--- src/rtl/iiitb_elc_pkg.sv ---
// Shared definitions for the elevator scheduler.
// Contents:
//   state_t           - controller states IDLE, MOVE and DOOR_OPEN
//   DIR_UP / DIR_DOWN - encoding of the direction output
//   max_int           - elaboration-time helper that sizes the shared timer
package iiitb_elc_pkg;

    typedef enum logic [1:0] {
        IDLE      = 2'd0,
        MOVE      = 2'd1,
        DOOR_OPEN = 2'd2
    } state_t;

    localparam logic DIR_UP   = 1'b1;
    localparam logic DIR_DOWN = 1'b0;

    function automatic int max_int(input int a, input int b);
        return (a > b) ? a : b;
    endfunction

endpackage

--- src/rtl/iiitb_elc_timer.sv ---
// Load/decrement/expire counter.
// The same counter times floor-to-floor travel and the door dwell.
// Ports:
//   i_clk      - clock; the count updates on the rising edge
//   i_rst      - asynchronous active-high reset; clears the count
//   i_load     - load i_load_val; takes priority over i_dec
//   i_load_val - value to load
//   i_dec      - decrement by one; the count holds once it reaches 0
//   o_expire   - high while the count is 1, so the next edge ends the period
module iiitb_elc_timer #(
    parameter int W = 4
) (
    input  logic         i_clk,
    input  logic         i_rst,
    input  logic         i_load,
    input  logic [W-1:0] i_load_val,
    input  logic         i_dec,
    output logic         o_expire
);

    logic [W-1:0] r_count;

    always_ff @(posedge i_clk or posedge i_rst) begin
        if (i_rst) begin
            r_count <= '0;
        end else if (i_load) begin
            r_count <= i_load_val;
        end else if (i_dec && (r_count != '0)) begin
            r_count <= r_count - W'(1);
        end
    end

    // A period loaded with N expires on the Nth edge after the load.
    assign o_expire = (r_count == W'(1));

endmodule

--- src/rtl/iiitb_elc_sched.sv ---
// Elevator controller using a SCAN schedule.
// Requests are latched into the pending vector. The car keeps moving in one
// direction while requests remain ahead of it, and reverses when none remain.
// Ports:
//   clk               - clock
//   reset             - asynchronous active-high reset
//   call_req          - one request bit per floor; a bit may be held
//   over_weight       - car overloaded; only sampled in DOOR_OPEN
//   door_hold         - obstruction or open button; only sampled in DOOR_OPEN
//   out_current_floor - one-hot current floor
//   direction         - 1 = up, 0 = down
//   moving            - the car is in MOVE
//   door_open         - the car is in DOOR_OPEN
//   complete          - IDLE with no outstanding requests
//   door_alert        - the door has been open for ALERT_TICKS cycles in a row
//   weight_alert      - over_weight was seen while the door was open
//   pending           - latched outstanding requests
module iiitb_elc_sched
    import iiitb_elc_pkg::*;
#(
    parameter int NUM_FLOORS  = 8,
    parameter int FLOOR_TICKS = 4,
    parameter int DOOR_TICKS  = 8,
    parameter int ALERT_TICKS = 32
) (
    input  logic                  clk,
    input  logic                  reset,
    input  logic [NUM_FLOORS-1:0] call_req,
    input  logic                  over_weight,
    input  logic                  door_hold,
    output logic [NUM_FLOORS-1:0] out_current_floor,
    output logic                  direction,
    output logic                  moving,
    output logic                  door_open,
    output logic                  complete,
    output logic                  door_alert,
    output logic                  weight_alert,
    output logic [NUM_FLOORS-1:0] pending
);

    localparam int TMR_W  = $clog2(max_int(FLOOR_TICKS, DOOR_TICKS)) + 1;
    localparam int OPEN_W = $clog2(ALERT_TICKS + 1);
    localparam logic [TMR_W-1:0]  FLOOR_LOAD = TMR_W'(FLOOR_TICKS);
    localparam logic [TMR_W-1:0]  DOOR_LOAD  = TMR_W'(DOOR_TICKS);
    localparam logic [OPEN_W-1:0] OPEN_MAX   = OPEN_W'(ALERT_TICKS);

    state_t                r_state;
    logic [NUM_FLOORS-1:0] r_floor;
    logic                  r_dir;
    logic [NUM_FLOORS-1:0] r_pending;
    logic [OPEN_W-1:0]     r_open_cnt;
    logic                  r_moving;
    logic                  r_door_open;
    logic                  r_complete;
    logic                  r_door_alert;
    logic                  r_weight_alert;

    state_t                w_state_nxt;
    logic [NUM_FLOORS-1:0] w_floor_nxt;
    logic                  w_dir_nxt;
    logic [NUM_FLOORS-1:0] w_pend_or;
    logic [NUM_FLOORS-1:0] w_pend_nxt;
    logic [NUM_FLOORS-1:0] w_below;
    logic [NUM_FLOORS-1:0] w_above;
    logic                  w_any_above;
    logic                  w_any_below;
    logic                  w_reopen;
    logic                  w_tmr_load;
    logic [TMR_W-1:0]      w_tmr_val;
    logic                  w_tmr_dec;
    logic                  w_tmr_expire;
    logic [OPEN_W-1:0]     w_open_nxt;

    iiitb_elc_timer #(
        .W(TMR_W)
    ) u_timer (
        .i_clk      (clk),
        .i_rst      (reset),
        .i_load     (w_tmr_load),
        .i_load_val (w_tmr_val),
        .i_dec      (w_tmr_dec),
        .o_expire   (w_tmr_expire)
    );

    // Masks are built directly from the one-hot floor.
    // Subtracting 1 from the one-hot value gives every floor below it.
    // (floor << 1) - 1 gives the current floor and every floor below it,
    // so its complement is every floor above.
    // At the top floor the shift overflows to 0, which leaves the above-mask empty.
    assign w_below     = r_floor - NUM_FLOORS'(1);
    assign w_above     = ~((r_floor << 1) - NUM_FLOORS'(1));
    assign w_any_above = |(r_pending & w_above);
    assign w_any_below = |(r_pending & w_below);

    // A new call for the current floor while the door is open counts like a
    // door_hold and restarts the dwell.
    assign w_reopen  = over_weight | door_hold | (|(call_req & r_floor));
    assign w_pend_or = r_pending | call_req;

    always_comb begin
        w_state_nxt = r_state;
        w_floor_nxt = r_floor;
        w_dir_nxt   = r_dir;
        w_tmr_load  = 1'b0;
        w_tmr_val   = FLOOR_LOAD;
        w_tmr_dec   = 1'b0;
        case (r_state)
            IDLE: begin
                if (|(r_pending & r_floor)) begin
                    w_state_nxt = DOOR_OPEN;
                    w_tmr_load  = 1'b1;
                    w_tmr_val   = DOOR_LOAD;
                end else if (|r_pending) begin
                    w_state_nxt = MOVE;
                    w_tmr_load  = 1'b1;
                    w_tmr_val   = FLOOR_LOAD;
                    if (r_dir == DIR_UP) begin
                        w_dir_nxt = w_any_above ? DIR_UP : DIR_DOWN;
                    end else begin
                        w_dir_nxt = w_any_below ? DIR_DOWN : DIR_UP;
                    end
                end
            end
            MOVE: begin
                if (w_tmr_expire) begin
                    if ((r_dir == DIR_UP) && !r_floor[NUM_FLOORS-1]) begin
                        w_floor_nxt = r_floor << 1;
                    end else if ((r_dir == DIR_DOWN) && !r_floor[0]) begin
                        w_floor_nxt = r_floor >> 1;
                    end
                    if (w_floor_nxt[NUM_FLOORS-1]) begin
                        w_dir_nxt = DIR_DOWN;
                    end else if (w_floor_nxt[0]) begin
                        w_dir_nxt = DIR_UP;
                    end
                    w_tmr_load = 1'b1;
                    // call_req is included so that a call for the landing floor,
                    // made on the same edge the car lands, still stops it there.
                    if (|(w_floor_nxt & w_pend_or)) begin
                        w_state_nxt = DOOR_OPEN;
                        w_tmr_val   = DOOR_LOAD;
                    end else begin
                        w_tmr_val   = FLOOR_LOAD;
                    end
                end else begin
                    w_tmr_dec = 1'b1;
                end
            end
            DOOR_OPEN: begin
                if (w_reopen) begin
                    w_tmr_load = 1'b1;
                    w_tmr_val  = DOOR_LOAD;
                end else begin
                    w_tmr_dec = 1'b1;
                    if (w_tmr_expire) begin
                        w_state_nxt = IDLE;
                    end
                end
            end
            default: begin
                w_state_nxt = IDLE;
            end
        endcase
    end

    // The floor being served is cleared on the edge that opens the door and
    // on every edge while the door stays open.
    assign w_pend_nxt = w_pend_or & ~((w_state_nxt == DOOR_OPEN) ? w_floor_nxt : '0);

    always_comb begin
        w_open_nxt = '0;
        if (w_state_nxt == DOOR_OPEN) begin
            if (r_state != DOOR_OPEN) begin
                w_open_nxt = OPEN_W'(1);
            end else if (r_open_cnt != OPEN_MAX) begin
                w_open_nxt = r_open_cnt + OPEN_W'(1);
            end else begin
                w_open_nxt = r_open_cnt;
            end
        end
    end

    // Every output is driven by a flop that loads the value for the next state.
    always_ff @(posedge clk or posedge reset) begin
        if (reset) begin
            r_state        <= IDLE;
            r_floor        <= NUM_FLOORS'(1);
            r_dir          <= DIR_UP;
            r_pending      <= '0;
            r_open_cnt     <= '0;
            r_moving       <= 1'b0;
            r_door_open    <= 1'b0;
            r_complete     <= 1'b1;
            r_door_alert   <= 1'b0;
            r_weight_alert <= 1'b0;
        end else begin
            r_state        <= w_state_nxt;
            r_floor        <= w_floor_nxt;
            r_dir          <= w_dir_nxt;
            r_pending      <= w_pend_nxt;
            r_open_cnt     <= w_open_nxt;
            r_moving       <= (w_state_nxt == MOVE);
            r_door_open    <= (w_state_nxt == DOOR_OPEN);
            r_complete     <= (w_state_nxt == IDLE) && (w_pend_nxt == '0);
            r_door_alert   <= (w_open_nxt == OPEN_MAX);
            r_weight_alert <= (r_state == DOOR_OPEN) && over_weight;
        end
    end

    assign out_current_floor = r_floor;
    assign direction         = r_dir;
    assign moving            = r_moving;
    assign door_open         = r_door_open;
    assign complete          = r_complete;
    assign door_alert        = r_door_alert;
    assign weight_alert      = r_weight_alert;
    assign pending           = r_pending;

endmodule

--- config.mk ---
export PLATFORM = sky130hd
export DESIGN_NAME = iiitb_elc_sched
export DESIGN_NICKNAME = d
export VERILOG_FILES = /design/src/rtl/iiitb_elc_pkg.sv /design/src/rtl/iiitb_elc_timer.sv /design/src/rtl/iiitb_elc_sched.sv
export SDC_FILE = /design/constraint.sdc
export NUM_CORES = 1
export LEC_CHECK = 0
export CORE_ASPECT_RATIO = 0.75
export CORE_MARGIN = 2
export CORE_UTILIZATION = 59
export CTS_CLUSTER_SIZE = 14
export DETAILED_ROUTE_END_ITERATION = 12
export GPL_TIMING_DRIVEN = 0
export PLACE_DENSITY = 0.83
export SETUP_SLACK_MARGIN = 0.15
export SLEW_MARGIN = 20
export SYNTH_ARGS = -nofsm -noshare
export SYNTH_HDL_FRONTEND = slang
export SYNTH_HIERARCHICAL = 1
export SYNTH_SLANG_ARGS = --single-unit
--- constraint.sdc ---
create_clock -name clk -period 3.6 [get_ports clk]
set_input_delay 0.54 -clock clk [delete_from_list [all_inputs] [get_ports clk]]
set_output_delay 0.54 -clock clk [all_outputs]
set_load 0.03 [all_outputs]
==> flow_summary.toml <==
[outcome]
status = "complete, no violations"

[synth]
syn_area_per_cell_um2 = 8.59
synth_cells = 275
yosys.area.top_type = "dfrtp_1"
netlist.area_leader.share = 0.328
synth_enable_flop_cells = 0
synthTopCellsByArea = "dfrtp_1 33%, ha_1 4.8%, nand2_1 4.0%, nor2_1 4.0%, a31oi_1 3.7%"
synth_async_sr_flop_share = 1.00
synth_ff_type = "dfrtp_1"
synth-seq-cells = 34
synth_cell_types = 61
synth-seq-area-share = 0.362
yosysWarnings = 6
synth_area_um2 = 2360

[finish]
drive_gt1_frac = 0.0978
instances_no_fill = 369
finish.net_count = 337
final_common_cell = "clkdlybuf4s50_1"
final_area_um2 = 2850
area_growth_pct = 20.8
antenna_cells = 0
utilization = 0.759
layout_common_cells = "33 x clkdlybuf4s50_1, 31 x dfrtp_1, 25 x nand2_1, 25 x nor2_1, 20 x inv_1"

[critical_path]
endpoint_kind = "flip-flop"
reg2reg_slack_ns = 0.59
path_cells = "inv_1, ha_1, nor3b_1, nand2_1, clkbuf_1, a31oi_1, buf_4, nor3_1, a221o_1"
worst-path-buf-inv = 3
critPathCapture = "u_timer/r_count[3]"
cpLargestDelayFamily = "simple AND/OR/NAND/NOR gates"
worstPathArrival_ns = 3.19
path_max_fanout = 10
reg2regPathDepth = 9
r2r-start = "u_timer/r_count[1]"
startpoint = "u_timer/r_count[1]"
crit_required_ns = 3.78
rr_endpoint = "u_timer/r_count[3]"
cp_num_cells = 9
crit_type = "flip-flop to flip-flop"
worst_path_largest_cell_delay_ns = 0.68
cp-start-kind = "flip-flop"
critPathSlowestCell = "nor3b_1"

[routing]
drt_iter0_drc = 261
via_per_inst = 6.57
postRouteWirelength_mm = 6.77
drt-met1-wl_mm = 3.04
first_pass_iters = 6
met3_length_um = 722
wl_met2_mm = 2.88
routedWlPerCell_um = 18.4
remaining_drc_errors = 0
maxUsedRoutingLayer = "met4"
ant_nets = 0
vias = 2425

[sta]
hold_violations = 0
worst_pin_slew_ns = 0.826
rsz0062_at_grt = "false"
fin_ws_ns = 0.594
tns_ns = 0
relSlewSlack = 0.448
max_freq_ghz = 0.333
slew_violations = 0
setup_violations = 0
fin_crit_sh = 0.835
finalCriticalPeriod_ns = 3.01
clock_skew_ns = 0.0120

[global_route]
grt_pass1_vias = 2278
grt_usage = 0.324
grt_max_degree = 31
antenna_found_initial = 0
grt_pass1_wl_mm = 11.4
overflow = 0

[placement]
portBuffers = 33
place_area_um2 = 2760
place_congestion = 0.947
dp_hpwl_mm = 4.88
pre_cts_ws_ns = 0.666
place_inst = 361

[cts]
clock_path_buffers = 2
cts_max_level = 2
clk_pin_slew_ns = 0.07
clk_latency_ns = 0.30
post_cts_buffers = 0
clock-sinks = 34
numCtsBuffers = 5
ctsHoldBuffers = 0
cts_root_buf = "clkbuf_8"
cts_tree = "done"
cts.repair.resized = 0

[floorplan]
fp.dieH_um = 58.8
die_area_um2 = 4530
core_region_area_um2 = 3760
dieWidth_um = 77.1
rows = 19
num_io_pins = 34
initial_core_util = 0.629

[min_path]
hold_class = "input pin to async pin"

[run]
maxCapViolations = 0

[power]
leakage_uw = 0.00122
power_density_nw_per_um2 = 861
irDropWorstVdd_mv = 0.732
synth_stat cells, drive strengths merged, types with 4 or more instances:
master and instances:
a21oi 9, a22oi 11, a31oi 14, buf 9, clkbuf 5, dfrtp 31
ha 9, inv 22, nand2 26, nand3 7, nor2 25, nor3 9
nor3b 4, nor4 8, o21ai 17, o221ai 5, xor2 9
worst min path at each step:
stage	start	endpoint	slack, ns	cells past startpoint
global route	reset	u_timer/r_count[3]	0.51	2
CTS	reset	u_timer/r_count[2]	0.49	2
global placement	r_open_cnt[5]	r_open_cnt[5]	0.59	3
detailed placement	u_timer/r_count[1]	u_timer/r_count[1]	0.59	2
finish	reset	u_timer/r_count[2]	0.48	2
floorplan	reset	u_timer/r_count[0]	0.31	1
sequential cells by signal (all words and copies together) (netlist names):
| name | count |
|---|---|
| r_state | 2 |
| direction | 1 |
| u_timer/r_count | 4 |
| door_alert | 1 |
| pending | 8 |
| moving | 1 |
| complete | 1 |
| out_current_floor | 8 |
| weight_alert | 1 |
| door_open | 1 |
| r_open_cnt | 6 |
metrics by stage:
| step | hold WS [ns] | total power, µW |
|---|---|---|
| 5_1_grt | 0.511 | 2620 |
| 2_1_floorplan | 0.306 | 1670 |
| 3_3_place_gp | 0.588 | 2080 |
| 3_5_place_dp | 0.590 | 2110 |
| 6_report | 0.477 | 2460 |
| 4_1_cts | 0.489 | 2430 |
kinds of logic (layout without fill, tap and decap cells):
group,count (synthesis),count (layout),synth area share
compound gates,80,80,0.246
xor+xnor,11,11,0.0408
fa+ha+maj,9,9,0.0477
buf+inv,36,77,0.0689
flops,34,34,0.362
mux,2,2,0.00847
other cells,1,2,0.00159
simple gates,102,102,0.225
cell type report:
type / instances / area (µm²)
Buffer: 14 / 77.6
Clock buffer: 7 / 86.3
Clock inverter: 1 / 5.00
Fill cell: 285 / 903
Inverter: 22 / 85.1
Multi-Input combinational cell: 206 / 1350
Sequential cell: 34 / 855
Tap cell: 52 / 65.1
Timing Repair Buffer: 33 / 330
power breakdown:
part           leakage (µW)  internal (µW)  switching, µW  total (µW)
sequential         0.000411            506            136         642
clock             0.0000482            154            141         296
combinational      0.000758            585            933        1520
total               0.00122           1250           1210        2460
routing by layer:
layer  GRT usage  vias up
li1            -     1096
met1       0.481     1153
met2       0.462      158
met3      0.0690       18
met4       0.138        0
met5           0        -
(Power assumes the default switching activity.)
